`src/rtl/if_id_pkg.sv`:
```
// rtl/if_id_pkg.sv - shared constants and entry type for the IF/ID queue
package if_id_pkg;

  // Instruction presented to decode when the queue has nothing valid
  localparam logic [31:0] NOP_INSTR = 32'h0000_0000;

  // Byte distance between sequential instructions
  localparam int DEFAULT_PC_STEP = 4;

  // One queued fetch result
  typedef struct packed {
    logic [31:0] pc_add_4;
    logic [31:0] instr;
  } if_id_entry_t;

endpackage

```
`src/rtl/if_id_q_mem.sv`:
```
// rtl/if_id_q_mem.sv - unreset register array, one sync write port, one async read port
module if_id_q_mem #(
  parameter int WIDTH = 64,
  parameter int DEPTH = 4,
  parameter int AW    = $clog2(DEPTH)
) (
  input  logic             clk,
  input  logic             wr_en,
  input  logic [AW-1:0]    wr_addr,
  input  logic [WIDTH-1:0] wr_data,
  input  logic [AW-1:0]    rd_addr,
  output logic [WIDTH-1:0] rd_data
);

  logic [WIDTH-1:0] storage [DEPTH];

  // Write the pushed entry; contents are never cleared since readers mask by valid
  always_ff @(posedge clk) begin
    if (wr_en) begin
      storage[wr_addr] <= wr_data;
    end
  end

  assign rd_data = storage[rd_addr];

endmodule

```
`src/rtl/if_id_queue.sv`:
```
// rtl/if_id_queue.sv - IF/ID decoupling queue with flush rewind PC; optional IF_ID_QUEUE_BYPASS_EN empty-queue bypass
module if_id_queue
  import if_id_pkg::*;
#(
  parameter int PC_W    = 32,
  parameter int INSTR_W = 32,
  parameter int DEPTH   = 4,
  parameter int PC_STEP = DEFAULT_PC_STEP
) (
  input  logic                       clk,
  input  logic                       reset,
  input  logic                       in_valid,
  output logic                       in_ready,
  input  logic [PC_W-1:0]            in_pc_add_4,
  input  logic [INSTR_W-1:0]         in_instr,
  output logic                       out_valid,
  input  logic                       out_ready,
  output logic [PC_W-1:0]            out_pc_add_4,
  output logic [INSTR_W-1:0]         out_instr,
  input  logic                       flush,
  output logic [PC_W-1:0]            flush_pc,
  output logic                       flush_pc_valid,
  output logic [$clog2(DEPTH+1)-1:0] count
);

  localparam int AW = $clog2(DEPTH);
  localparam int CW = $clog2(DEPTH+1);
  localparam int EW = PC_W + INSTR_W;
  localparam logic [CW-1:0]   FULL_COUNT = CW'(DEPTH);
  localparam logic [PC_W-1:0] STEP       = PC_W'(PC_STEP);

  logic [AW-1:0]      wr_ptr;
  logic [AW-1:0]      rd_ptr;
  logic [EW-1:0]      rd_data;
  logic [PC_W-1:0]    head_pc;
  logic [INSTR_W-1:0] head_instr;
  logic               not_empty;
  logic               push;
  logic               pop;

  assign not_empty  = (count != '0);
  assign in_ready   = (count != FULL_COUNT);
  assign head_pc    = rd_data[EW-1:INSTR_W];
  assign head_instr = rd_data[INSTR_W-1:0];

`ifdef IF_ID_QUEUE_BYPASS_EN
  logic bypass_active;

  // An empty queue forwards the fetch entry straight to decode
  assign bypass_active = ~not_empty & in_valid & ~flush;
  assign out_valid     = not_empty | bypass_active;
  // A forwarded entry that decode takes this cycle is never stored
  assign push          = in_valid & in_ready & ~flush & ~(bypass_active & out_ready);
  assign pop           = not_empty & out_ready & ~flush;

  // Head outputs: bypassed fetch entry, stored head, or a NOP bubble
  always_comb begin
    out_pc_add_4 = '0;
    out_instr    = INSTR_W'(NOP_INSTR);
    if (bypass_active) begin
      out_pc_add_4 = in_pc_add_4;
      out_instr    = in_instr;
    end else if (not_empty) begin
      out_pc_add_4 = head_pc;
      out_instr    = head_instr;
    end
  end
`else
  assign out_valid = not_empty;
  assign push      = in_valid & in_ready & ~flush;
  assign pop       = out_valid & out_ready & ~flush;

  // Head outputs: stored head, or a NOP bubble when empty
  always_comb begin
    out_pc_add_4 = '0;
    out_instr    = INSTR_W'(NOP_INSTR);
    if (not_empty) begin
      out_pc_add_4 = head_pc;
      out_instr    = head_instr;
    end
  end
`endif

  if_id_q_mem #(
    .WIDTH (EW),
    .DEPTH (DEPTH),
    .AW    (AW)
  ) u_mem (
    .clk     (clk),
    .wr_en   (push),
    .wr_addr (wr_ptr),
    .wr_data ({in_pc_add_4, in_instr}),
    .rd_addr (rd_ptr),
    .rd_data (rd_data)
  );

  // Occupancy and pointers; flush and reset both empty the queue
  always_ff @(posedge clk) begin
    if (reset || flush) begin
      count  <= '0;
      wr_ptr <= '0;
      rd_ptr <= '0;
    end else begin
      if (push) begin
        wr_ptr <= wr_ptr + AW'(1);
      end
      if (pop) begin
        rd_ptr <= rd_ptr + AW'(1);
      end
      case ({push, pop})
        2'b10:   count <= count + CW'(1);
        2'b01:   count <= count - CW'(1);
        default: count <= count;
      endcase
    end
  end

  // Rewind PC of the oldest killed instruction: the queue head, else the same-cycle fetch
  always_ff @(posedge clk) begin
    if (reset) begin
      flush_pc       <= '0;
      flush_pc_valid <= 1'b0;
    end else begin
      flush_pc_valid <= flush & (not_empty | in_valid);
      if (flush && not_empty) begin
        flush_pc <= head_pc - STEP;
      end else if (flush && in_valid) begin
        flush_pc <= in_pc_add_4 - STEP;
      end
    end
  end

endmodule

```
`config.mk`:
```
export PLATFORM = sky130hd
export DESIGN_NAME = if_id_queue
export DESIGN_NICKNAME = d
export VERILOG_FILES = /design/src/rtl/if_id_pkg.sv /design/src/rtl/if_id_q_mem.sv /design/src/rtl/if_id_queue.sv
export SDC_FILE = /design/constraint.sdc
export NUM_CORES = 1
export LEC_CHECK = 0
export ABC_AREA = 1
export CAP_MARGIN = 20
export CORE_MARGIN = 8
export CORE_UTILIZATION = 61
export CTS_CLUSTER_DIAMETER = 80
export CTS_CLUSTER_SIZE = 20
export DETAILED_ROUTE_END_ITERATION = 8
export GPL_TIMING_DRIVEN = 0
export PLACE_DENSITY = 0.88
export SLEW_MARGIN = 30
export SYNTH_ARGS = -nofsm -noshare
export SYNTH_HDL_FRONTEND = slang
export SYNTH_HIERARCHICAL = 1
export SYNTH_SLANG_ARGS = --single-unit
```
`constraint.sdc`:
```
create_clock -name clk -period 12.9 [get_ports clk]
set_clock_uncertainty 0.2 [all_clocks]
set_input_delay 1.29 -clock clk [delete_from_list [all_inputs] [get_ports clk]]
set_output_delay 1.29 -clock clk [all_outputs]
set_load 0.01 [all_outputs]
```
## Word level (Yosys, flattened, before mapping)

Memory sizes are Yosys's and may differ from the RTL's. A register that Yosys moved wholly into a read port is not among the register bits.
Index checks and enable logic that the tools add are counted.

- Output and inout port bits: 102
- Bits of input ports: 69
- Memories kept: 1
- Bits in registers: 40
- Memory bits (writable): 256
- Word-level logic and storage cells: 37

Memories:

| name | words | bits a word | rd ports | clocked after memory_dff | write ports | line | RTL |
|---|---|---|---|---|---|---|---|
| u_mem.storage | 4 | 64 | 1 | 1 | 1 | if_id_q_mem.sv:15 | `logic [WIDTH-1:0] storage [DEPTH];` |

- Eq/ne operators: 3
- Muxes and demuxes: 9
- Add/subtract/negate cells: 6
- Bitwise logic cells: 7
- Reductions and logical operators: 6

Operators by type and width:

| cell | number |
|---|---|
| 32-bit two-way mux | 4 |
| 32-bit by 3-bit subtractor with 32-bit output (second input constant) | 2 |
| 3-bit one-hot mux with 2 select lines | 1 |
| 1-bit AND | 5 |
| 2-bit by 1-bit adder with 2-bit output (second input constant) | 2 |
| 2-bit two-way mux | 2 |
| 2-bit nonzero test | 2 |
| 3-bit by 1-bit adder with 3-bit output (second input constant) | 1 |
| 3-bit != test (second input constant) | 1 |
| 3-bit nonzero test | 1 |
| 3-bit by 1-bit subtractor with 3-bit output (second input constant) | 1 |
| 2-bit by 1-bit == test with 1-bit output (second input constant) | 1 |
| 2-bit == test (second input constant) | 1 |
| 1-bit logical AND | 2 |
| 1-bit two-way mux | 2 |
| 1-bit logical OR | 1 |
| 1-bit NOT | 1 |
| 1-bit OR | 1 |

## Logic depth before layout (Yosys ltp)

- Depth in word-level cells: 5
- Mapped depth: 19
- Mapped depth without buffers: 17

## Modules after synthesis

The synthesis kept the hierarchy.

Modules (own cells, without submodules):

| module | cells each | instances | area each (um^2) | seq. area each (um^2) |
|---|---|---|---|---|
| if_id_q_mem | 1,010 | 1 | 10,761.6 | 7,687.4 |
| if_id_queue | 633 | 1 | 3,373.2 | 800.8 |

## Worst setup path before layout

Ideal clock, no wire load.

- Path type: input port to flip-flop
- From: input port flush
- To: memory u_mem.storage[0][0], enable pin
- Buffers on the path: 2
- Data required time: 12.135 ns
- Path slack: 5.787 ns
- Arrival time: 6.347 ns
- Library setup time: 0.565 ns
- Cell stages on the path: 7
- Cell sequence: buf_4 > clkbuf_1 > inv_1 > nand3_1 > inv_1 > inv_1 > nor3_1

- Word-level cells in the longest chain between the ends: 4

Ends and longest elaborated chain:

| what | line | RTL |
|---|---|---|
| from (decl) | if_id_queue.sv:20 | `input logic flush,` |
| 1-bit NOT | if_id_queue.sv:70 | `assign push = in_valid & in_ready & ~flush;` |
| 1-bit AND | if_id_queue.sv:70 |  |
| named net push | if_id_queue.sv:38 | `logic push;` |
| 1-bit two-way mux | if_id_q_mem.sv:19 | `if (wr_en) begin` |
| 1-bit two-way mux (implied by the code) | if_id_q_mem.sv:20 | `storage[wr_addr] <= wr_data;` |
| to (decl) | if_id_q_mem.sv:15 |  |

The timed path passes the listed nets, and every way through them passes these cells.

## Worst setup path in the final report

- From: register count[0]
- To: output port out_pc_add_4[16]

- Word-level cells in the longest chain between the ends: 2

Ends and longest elaborated chain:

| what | line | RTL |
|---|---|---|
| from (decl) | if_id_queue.sv:23 | `output logic [$clog2(DEPTH+1)-1:0] count` |
| from (signal assigned) | if_id_queue.sv:111 | `2'b10: count <= count + CW'(1);` |
| from (signal assigned) | if_id_queue.sv:112 | `2'b01: count <= count - CW'(1);` |
| from (signal assigned) | if_id_queue.sv:113 | `default: count <= count;` |
| 3-bit nonzero test | if_id_queue.sv:41 | `assign not_empty = (count != '0);` |
| 32-bit two-way mux | if_id_queue.sv:77 | `if (not_empty) begin` |
| to (decl) | if_id_queue.sv:18 | `output logic [PC_W-1:0] out_pc_add_4,` |

Every way passes these cells.

==> results.cfg <==
[pwr]
p_sw_uw = 426
vdd_drop_max_mv = 0.0967
power.share.clock_pct = 31.9
combinationalPowerShare_pct = 10.6
p_int_mw = 1.43
p_leak_nw = 7.93
power.total_mw = 1.85
power_density_nw_per_um2 = 109
sw_frac_of_total_pct = 23.0
seqPwrFrac_pct = 57.5

[cts]
htree_levels = 1
cts_tree = done
cts_buffers = 18
cts_setup_buffers = 0
cts.clk_slew.worst_paths_ns = 0.08
insertion_delay_ns = 0.50
postCtsHoldBufs = 0
clock_sinks = 296
cts.path.max_buffers = 3
cts-resized-gates = 0
cts-root-buf = clkbuf_16

[floorplanning]
ios = 171
rows = 55
die_h_um = 168
die_w_um = 168
dieArea_um2 = 28300
initial_core_util_pct = 62.2
coreArea_um2 = 22700

[sta]
slew_violations = 0
fin_crit_ns = 4.87
fin_tns_setup_ns = 0
final-hold-violation-count = 0
finalSetupViolCount = 0
max_freq_mhz = 206
min_period_over_period_pct = 37.7
worst_pin_slew_ns = 0.792
finalWorstSetupSlack_ns = 8.03
rsz0062_at_grt = false
slew_headroom_pct = 47.2

[critical_path]
cp_common_cell = clkbuf_1
crit_buf_inv = 5
worstSetupPathType = reg -> out
r2r_slack_ns = 9.81
endpoint_kind = output port
arrival_ns = 3.38
worst-path-stages = 8
crit_family = buffers and inverters
critPathLaunch = count[0]$_SDFFE_PP0P_
ff2ff_path_depth = 16
path_cells = nor2_2 -> nand2_4 -> buf_2 -> inv_1 -> clkbuf_1 -> clkbuf_1 -> nor2_1 -> clkdlybuf4s50_1
r2r-start = rd_ptr[1]$_SDFFE_PP0P_
slowest_delay_ns = 0.60
crit_path_end = out_pc_add_4[16]
reg2reg_to = flush_pc[14]$_SDFFE_PP0P_
critPathLaunchType = flip-flop
critPathMaxFanout = 10
slowest_stage = clkbuf_1
cp.required_ns = 11.41

[detailed_routing]
firstDrtPassIters = 5
drt-total-wl_um = 37700
viasPerCell = 5.34
first_iter_violations = 1196
post_drt_wl_per_cell_um = 17.4
drcViolationCount = 0
num_vias = 11600
ant_nets = 0

[synthesis]
synth_fp_nets = 1715
syn_area_per_cell_um2 = 8.60
yosys_warnings = 6
netlist_instances = 1643
netlist_area_um2 = 14100
yosysUniqueCellTypes = 33
ys_ff_latch = 296
ys_seq_area_share_pct = 60.1

[global_route]
overflow = 0
grt_use_total_pct = 26.0
first_global_vias = 11600
antenna_found_initial = 1
grt_max_degree = 22
grt_pass1_wl_um = 59000

[placement]
place.gp.congestion = 0.954
portBuffers = 169
pre_cts_slack_ns = 8.64
dp_hpwl_um = 27000

[job]
maxCapViolCount = 0

[outcome]
status = completed

[final_layout]
layout.nets = 1943
drive_gt1_share_pct = 7.22
area_growth_syn_to_layout_pct = 20.8
final_util_pct = 75.2
n_antenna_cell = 0

[worst_hold_path]
hold_class = reg -> reg
registers in the layout, indices dropped and copies added, names as in the netlist:
signal	cells
count	3
flush_pc	32
flush_pc_valid	1
rd_ptr	2
u_mem/storage	256
wr_ptr	2
per-stage QoR:
| step | hold WS, ns | area, µm² | cells |
|---|---|---|---|
| after floorplan | 0.274 | 14100 | 1643 |
| after global placement | 0.241 | 16200 | 2097 |
| after detailed placement | 0.241 | 16500 | 2136 |
| after CTS | 0.257 | 17100 | 2168 |
| after global routing | 0.273 | 17100 | 2168 |
| final | 0.254 | 17100 | 2168 |
routing by layer:
metal  vias to the layer above  track usage (%)  part of all wire, %
met5                         -                0                0.035
met4                         2             9.05                  2.7
met3                        84             4.70                  9.0
met2                       603             44.8                   49
met1                      5395             32.6                   39
li1                       5497                -                    -
power by group through the flow:
| stage | clock network (mW) | logic, mW | registers, mW |
|---|---|---|---|
| 3_3_place_gp | 0 | 0.184 | 1.09 |
| 3_5_place_dp | 0 | 0.193 | 1.09 |
| 2_1_floorplan | 0 | 0.0890 | 1.09 |
| 4_1_cts | 0.600 | 0.195 | 1.07 |
| 5_1_grt | 0.631 | 0.214 | 1.07 |
| 6_report | 0.591 | 0.196 | 1.07 |
cell families (layout without fill, tap and decap cells):
group / Yosys count / count (layout) / synth area share (%)
adder cells (fa/ha/maj): 3 / 3 / 0.319
XOR/XNOR: 1 / 1 / 0.0620
buffers and inverters: 452 / 692 / 12.8
AO/OA/AOI/OAI: 54 / 54 / 2.10
flip-flops: 296 / 296 / 60.1
AND/OR/NAND/NOR: 837 / 837 / 24.6
how the worst min path moves through the flow:
stage / to / cells past startpoint / start
CTS: flush_pc[29]$_SDFFE_PP0P_ / 2 / flush_pc[29]$_SDFFE_PP0P_
global placement: flush_pc[25]$_SDFFE_PP0P_ / 2 / flush_pc[25]$_SDFFE_PP0P_
floorplan: flush_pc[14]$_SDFFE_PP0P_ / 2 / flush_pc[14]$_SDFFE_PP0P_
finish: flush_pc[29]$_SDFFE_PP0P_ / 2 / flush_pc[29]$_SDFFE_PP0P_
global route: flush_pc[29]$_SDFFE_PP0P_ / 2 / flush_pc[29]$_SDFFE_PP0P_
detailed placement: flush_pc[29]$_SDFFE_PP0P_ / 2 / flush_pc[29]$_SDFFE_PP0P_
synth_stat cells:
master / instances / share of area [%]
o21a_1: 1 / 0.053
buf_1: 5 / 0.13
clkbuf_1: 12 / 0.32
edfxtp_1: 256 / 54
nand2_4: 1 / 0.080
nand2_1: 505 / 13
buf_6: 4 / 0.32
inv_1: 385 / 10
nor2_2: 9 / 0.40
o21ai_1: 16 / 0.57
o21ai_0: 20 / 0.71
inv_2: 5 / 0.13
nor2_1: 120 / 3.2
nor3b_1: 4 / 0.21
nand3_1: 174 / 6.2
nand3_2: 1 / 0.071
dfxtp_1: 40 / 5.7
nor2_4: 2 / 0.16
nand2_8: 1 / 0.14
a211oi_1: 1 / 0.053
nor4_1: 1 / 0.044
xnor2_1: 1 / 0.062
nand3b_1: 1 / 0.053
buf_4: 15 / 0.80
ha_1: 2 / 0.18
buf_2: 26 / 0.92
nand4_1: 4 / 0.18
a21oi_1: 9 / 0.32
fa_1: 1 / 0.14
a31oi_1: 2 / 0.089
o21ai_2: 5 / 0.31
nand2_2: 4 / 0.18
nor3_1: 10 / 0.35
tightest hold or removal path, delay by kind of cell (launching register included):
kind | cells | cell delay, ns
flip-flops | 1 | 0.32
AND/OR/NAND/NOR | 2 | 0.10
placed cells by master, fill, tap and decap left out, types with 2 or more instances in the layout:
cell	count
nor2_1	120
dfxtp_1	40
nand2_2	4
clkbuf_16	20
nand4_1	4
edfxtp_1	256
nor2_2	9
o21ai_1	16
o21ai_0	20
nand2_1	505
nor3_1	6
inv_1	385
o21ai_2	5
a31oi_1	2
buf_1	5
clkdlybuf4s50_1	169
clkbuf_1	24
nor3b_1	4
ha_1	2
buf_2	26
nor2_4	2
buf_4	44
inv_2	5
buf_6	14
nor3_2	4
nand3_1	174
a21oi_1	9
cell type report:
type	instances	area, µm²
fillers	1560	5630
clock buffers	32	546
multi-input cells	895	3850
plain buffers	62	352
inverters	390	1460
repair buffers	208	2020
well taps	285	357
flip-flops and latches	296	8490
No activity file was read; power rests on OpenSTA's default activity.
